## src/rtl/keypad_scan.sv

```systemverilog
// 4x4 active-low matrix keypad scanner with tick-based debounce, one-shot key
// code output and a four-digit history shift register (bcd0 newest).
module keypad_scan #(
    parameter int CLK_FREQ       = 100_000_000,
    parameter int SCAN_FREQ      = 1000,
    parameter int DEBOUNCE_TICKS = 16
) (
    input  logic       clk,
    input  logic       rst,
    input  logic [3:0] row,
    input  logic       clr,
    output logic [3:0] col,
    output logic       key_valid,
    output logic [3:0] key_code,
    output logic       key_down,
    output logic [3:0] bcd0,
    output logic [3:0] bcd1,
    output logic [3:0] bcd2,
    output logic [3:0] bcd3
);

    localparam int DIV = CLK_FREQ / SCAN_FREQ;
    localparam int DW  = (DIV > 1) ? $clog2(DIV) : 1;
    localparam int CW  = $clog2(DEBOUNCE_TICKS + 1);
    localparam logic [DW-1:0] DIV_LAST = DW'(DIV - 1);
    localparam logic [CW-1:0] DEB_MAX  = CW'(DEBOUNCE_TICKS);

    typedef enum logic [1:0] {
        SCAN,
        DEBOUNCE,
        HELD
    } state_t;

    state_t        state, state_nxt;
    logic [DW-1:0] div_cnt;
    logic          tick;
    logic [3:0]    row_m, row_s;
    logic [3:0]    row_low;
    logic          one_low;
    logic [CW-1:0] cnt, cnt_nxt, cnt_inc;
    logic [3:0]    col_nxt, col_rot;
    logic [3:0]    lat_row, lat_row_nxt;
    logic          fire;

    function automatic logic [1:0] zero_pos(input logic [3:0] v);
        if (!v[0])      return 2'd0;
        else if (!v[1]) return 2'd1;
        else if (!v[2]) return 2'd2;
        else            return 2'd3;
    endfunction

    function automatic logic [3:0] key_map(input logic [1:0] r, input logic [1:0] c);
        case ({r, c})
            4'b00_00: return 4'h1;
            4'b00_01: return 4'h2;
            4'b00_10: return 4'h3;
            4'b00_11: return 4'hA;
            4'b01_00: return 4'h4;
            4'b01_01: return 4'h5;
            4'b01_10: return 4'h6;
            4'b01_11: return 4'hB;
            4'b10_00: return 4'h7;
            4'b10_01: return 4'h8;
            4'b10_10: return 4'h9;
            4'b10_11: return 4'hC;
            4'b11_00: return 4'hE;
            4'b11_01: return 4'h0;
            4'b11_10: return 4'hF;
            default:  return 4'hD;
        endcase
    endfunction

    always_ff @(posedge clk or negedge rst) begin
        if (!rst) begin
            div_cnt <= '0;
        end else if (div_cnt == DIV_LAST) begin
            div_cnt <= '0;
        end else begin
            div_cnt <= div_cnt + DW'(1);
        end
    end

    assign tick = (div_cnt == DIV_LAST);

    always_ff @(posedge clk or negedge rst) begin
        if (!rst) begin
            row_m <= '1;
            row_s <= '1;
        end else begin
            row_m <= row;
            row_s <= row_m;
        end
    end

    assign row_low = ~row_s;
    assign one_low = (row_low != 4'h0) && ((row_low & (row_low - 4'd1)) == 4'h0);
    assign col_rot = {col[2:0], col[3]};
    assign cnt_inc = cnt + CW'(1);

    // State register
    always_ff @(posedge clk or negedge rst) begin
        if (!rst) begin
            state <= SCAN;
        end else begin
            state <= state_nxt;
        end
    end

    // Next-state logic; every transition and counter update is gated by tick
    always_comb begin
        state_nxt   = state;
        cnt_nxt     = cnt;
        col_nxt     = col;
        lat_row_nxt = lat_row;
        fire        = 1'b0;
        if (tick) begin
            case (state)
                SCAN: begin
                    if (one_low) begin
                        lat_row_nxt = row_s;
                        cnt_nxt     = CW'(1);
                        state_nxt   = DEBOUNCE;
                    end else begin
                        col_nxt = col_rot;
                    end
                end
                DEBOUNCE: begin
                    if (row_s == lat_row) begin
                        if (cnt_inc == DEB_MAX) begin
                            fire      = 1'b1;
                            cnt_nxt   = '0;
                            state_nxt = HELD;
                        end else begin
                            cnt_nxt = cnt_inc;
                        end
                    end else begin
                        col_nxt   = col_rot;
                        state_nxt = SCAN;
                    end
                end
                HELD: begin
                    if (row_s == 4'hF) begin
                        if (cnt_inc == DEB_MAX) begin
                            cnt_nxt   = '0;
                            col_nxt   = col_rot;
                            state_nxt = SCAN;
                        end else begin
                            cnt_nxt = cnt_inc;
                        end
                    end else begin
                        cnt_nxt = '0;
                    end
                end
                default: begin
                    cnt_nxt   = '0;
                    col_nxt   = 4'b1110;
                    state_nxt = SCAN;
                end
            endcase
        end
    end

    // Output logic
    always_comb begin
        key_down = (state == HELD);
    end

    always_ff @(posedge clk or negedge rst) begin
        if (!rst) begin
            col       <= 4'b1110;
            cnt       <= '0;
            lat_row   <= '1;
            key_valid <= 1'b0;
            key_code  <= '0;
        end else begin
            col       <= col_nxt;
            cnt       <= cnt_nxt;
            lat_row   <= lat_row_nxt;
            key_valid <= fire;
            if (fire) begin
                key_code <= key_map(zero_pos(lat_row), zero_pos(col));
            end
        end
    end

    // Digits shift one clk after the debounce tick, in the key_valid cycle
    always_ff @(posedge clk or negedge rst) begin
        if (!rst) begin
            bcd0 <= '0;
            bcd1 <= '0;
            bcd2 <= '0;
            bcd3 <= '0;
        end else if (clr) begin
            bcd0 <= key_valid ? key_code : 4'h0;
            bcd1 <= '0;
            bcd2 <= '0;
            bcd3 <= '0;
        end else if (key_valid) begin
            bcd0 <= key_code;
            bcd1 <= bcd0;
            bcd2 <= bcd1;
            bcd3 <= bcd2;
        end
    end

endmodule
```

## config.mk

```make
export PLATFORM = sky130hd
export DESIGN_NAME = keypad_scan
export DESIGN_NICKNAME = d
export VERILOG_FILES = /design/src/rtl/keypad_scan.sv
export SDC_FILE = /design/constraint.sdc
export NUM_CORES = 1
export LEC_CHECK = 0
export ABC_AREA = 1
export BUFFER_PORTS_ARGS = -buffer_cell sky130_fd_sc_hd__buf_4
export CORE_MARGIN = 2
export CORE_UTILIZATION = 38
export CTS_CLUSTER_DIAMETER = 100
export CTS_CLUSTER_SIZE = 30
export DETAILED_ROUTE_END_ITERATION = 7
export SETUP_SLACK_MARGIN = 0.1
export SKIP_LAST_GASP = 1
export SLEW_MARGIN = 10
export SYNTH_ARGS = -nofsm -noshare
export SYNTH_HDL_FRONTEND = slang
export SYNTH_SLANG_ARGS = --single-unit
export TNS_END_PERCENT = 50
```

## constraint.sdc

```tcl
create_clock -name clk -period 1.55 [get_ports clk]
set_input_delay 0.31 -clock clk [delete_from_list [all_inputs] [get_ports clk]]
set_output_delay 0.31 -clock clk [all_outputs]
set_load 0.005 [all_outputs]
```

==> results.py <==
metrics = {
    "worst_setup_path": {
        "startpoint_type": "register",
        "r2r_slack_ns": -0.06,
        "worst-setup-path-type": "reg2reg",
        "crit_arrival_ns": 1.85,
        "timing.rr.end": "state[0]",
        "startpoint": "div_cnt[1]",
        "reg2reg_depth": 10,
        "critPathRequiredTime_ns": 1.78,
        "crit_end": "state[0]",
        "crit_fanout": 4,
        "r2r-start": "div_cnt[1]",
        "end_kind": "register",
    },
    "job": {
        "max_cap_viol_count": 0,
    },
    "power": {
        "design_power_total_mw": 3.15,
        "leakage_nw": 2.09,
        "ir_drop_v": 0.000516,
        "p_per_area_nw_per_um2": 758,
    },
    "global_route": {
        "grt_pass1_vias": 2549,
        "grt_first_pass_wirelength_um": 11600,
        "overflow": 0,
        "grt_max_degree": 34,
        "groute.usage.overall_pct": 16.7,
        "antenna_found_initial": 0,
    },
    "route": {
        "wl_met1_um": 2970,
        "vias_per_cell": 4.70,
        "met2_length_um": 3590,
        "vias": 2695,
        "drt-total-wl_um": 6960,
        "top_layer": "met4",
        "dr.first_iter.drc_count": 88,
        "first_pass_iters": 5,
        "antenna_left": 0,
        "wl_met3_um": 286,
        "drc": 0,
        "post_drt_wl_per_cell_um": 12.1,
    },
    "finish": {
        "drive_above_1_share_pct": 34.8,
        "final_common_cell": "nand2_1",
        "fill_cells": 813,
        "finalInstanceArea_um2": 4150,
        "nNetsFinal": 476,
        "antenna_cells": 0,
        "fin_cells": 573,
        "final_cell_mix": "nand2_1, buf_4, inv_1, dfrtp_1, nor2_1",
        "area_growth_pct": 32.9,
    },
    "synth": {
        "synth_nets": 401,
        "syn-instance-count": 388,
        "postSynthAreaPerCell_um2": 8.06,
        "synth_edf_count": 0,
        "ys.flop_type": "dfrtp_1",
        "synth_area_um2": 3130,
        "async_flop_share_pct": 100,
        "yosys_register_bits": 61,
        "ys_seq_area_share_pct": 49.4,
        "synth_warnings": 0,
        "ys_types": 36,
    },
    "timing": {
        "hold_viol": 0,
        "grt_setup_unrepaired": "yes",
        "max_freq_mhz": 620,
        "setup_violations": 9,
        "relSlewSlack_pct": 71.8,
        "slew_violations": 0,
        "setup_tns_ns": -0.363,
        "worst_pin_slew_ns": 0.423,
        "fin_crit_ns": 1.61,
        "skew_ns": 0.00819,
        "finalWorstSetupSlack_ns": -0.0626,
        "finalCritPeriodShare_pct": 104,
    },
    "floorplan": {
        "dieArea_um2": 8970,
        "start_util_pct": 38.6,
        "die_x_um": 94.7,
        "fp.dieH_um": 94.7,
        "fp-row-count": 33,
        "io_pins": 33,
        "core-area_um2": 8090,
    },
    "clock_network": {
        "cts_buffers": 9,
        "cts_num_sinks": 61,
        "clock_latency_ns": 0.35,
        "cts.path.max_buffers": 2,
        "htreeDepth": 3,
        "cts_root_buffer": "clkbuf_8",
        "cts.clk_slew.worst_paths_ns": 0.07,
        "cts_tree": "yes",
    },
    "placed_design": {
        "dp_hpwl_um": 4880,
        "port-buffer-count": 32,
        "dp_cells": 545,
        "gp_congestion": 0.846,
        "dpl-instance-area_um2": 3700,
    },
    "outcome": {
        "outcome": "finished, violations left",
        "violations": "negative setup slack",
    },
    "min_path": {
        "hold_start": "row[1]",
        "holdCritPathClass": "in2reg",
    },
}
## cells by family after synthesis
group	count (synthesis)	synth area share, %
fa+ha+maj	6	2.40
flops	61	49.4
compound gates	43	7.65
mux	1	0.320
xor+xnor	7	1.96
simple gates	206	30.5
buf+inv	64	7.77
## worst max-delay path, cell delays in order, from the launching register on
cell	delay (ns)
dfrtp_1	0.40
ha_4	0.17
nand2_4	0.06
nor2_4	0.16
inv_2	0.05
nor2_2	0.09
nand2_2	0.08
a21oi_4	0.23
nand3_2	0.13
nand2_1	0.08
nand2_1	0.04
## power by group
part	leakage, nW	total [mW]	internal (mW)	switching, mW
clock network	0.104	1.43	0.750	0.678
logic	1.20	0.102	0.0335	0.0688
registers	0.785	1.62	1.61	0.00804
## cells in the mapped netlist, types with 2 or more instances
cell type,number,area [um^2]
dfstp_2,15,394
nor2_1,38,143
nand2_4,2,22.5
ha_1,6,75.1
o21ai_1,11,55.1
dfrtp_1,46,1150
nand3_2,2,20.0
clkbuf_1,3,11.3
o21ai_0,17,85.1
inv_2,5,18.8
a21oi_1,5,25.0
xor2_1,6,52.6
nand4_1,6,37.5
nand3b_1,2,15.0
or2_2,2,12.5
nand3_1,23,115
nand2_2,5,31.3
o22ai_1,3,18.8
nor2_4,2,22.5
nor3_1,6,30.0
nor4_1,3,18.8
inv_1,54,203
nor2_8,2,40.0
nand2_1,111,417
buf_2,2,10.0
## metrics by stage
stage / utilization [%] / setup WS (ns) / hold slack, ns
after floorplan: - / -0.000593 / 0.0144
after global placement: 45.7 / -0.0538 / 0.279
after detailed placement: 45.7 / -0.0741 / 0.281
after CTS: 49.5 / -0.0247 / 0.0530
after global routing: 51.3 / -0.162 / 0.0494
final: 51.3 / -0.0626 / 0.0728
## sequential cells by signal, summed over array words and instances, names as in the netlist
name,cells
lat_row,4
bcd3,4
key_valid,1
state,2
key_code,4
div_cnt,17
bcd2,4
cnt,5
bcd0,4
col,4
bcd1,4
row_m,4
row_s,4
## timing repair
item,CTS,global route
gates cloned,1,1
resized for setup,18,30
setup endpoints to repair,22,33
pin swaps,5,16
endpoints found under the hold margin,16,0
buffers inserted,3,6
hold buffers,1,0
## how the worst min path moves through the flow
| stage | slack [ns] | cells past startpoint | to |
|---|---|---|---|
| global route | 0.05 | 1 | row_m[3] |
| detailed placement | 0.28 | 1 | col[0] |
| CTS | 0.05 | 1 | row_m[3] |
| floorplan | 0.01 | 0 | bcd0[0] |
| global placement | 0.28 | 1 | col[0] |
| finish | 0.07 | 1 | row_m[1] |
## layer usage
layer	vias to the layer above	global-route usage, %
li1	1379	-
met1	1251	19.7
met2	55	28.5
met3	10	4.71
met4	0	7.00
met5	-	0
## final cells by class
class                   instances  area [um^2]  share of cell area (%)
well taps                     105          131                    3.16
flip-flops and latches         61         1550                    37.2
multi-input cells             265         1540                    37.0
clock inverters                 7         75.1                    1.81
repair buffers                 67          522                    12.6
clock buffers                   9          124                    2.98
inverters                      59          221                    5.33
(Power assumes the default switching activity.)
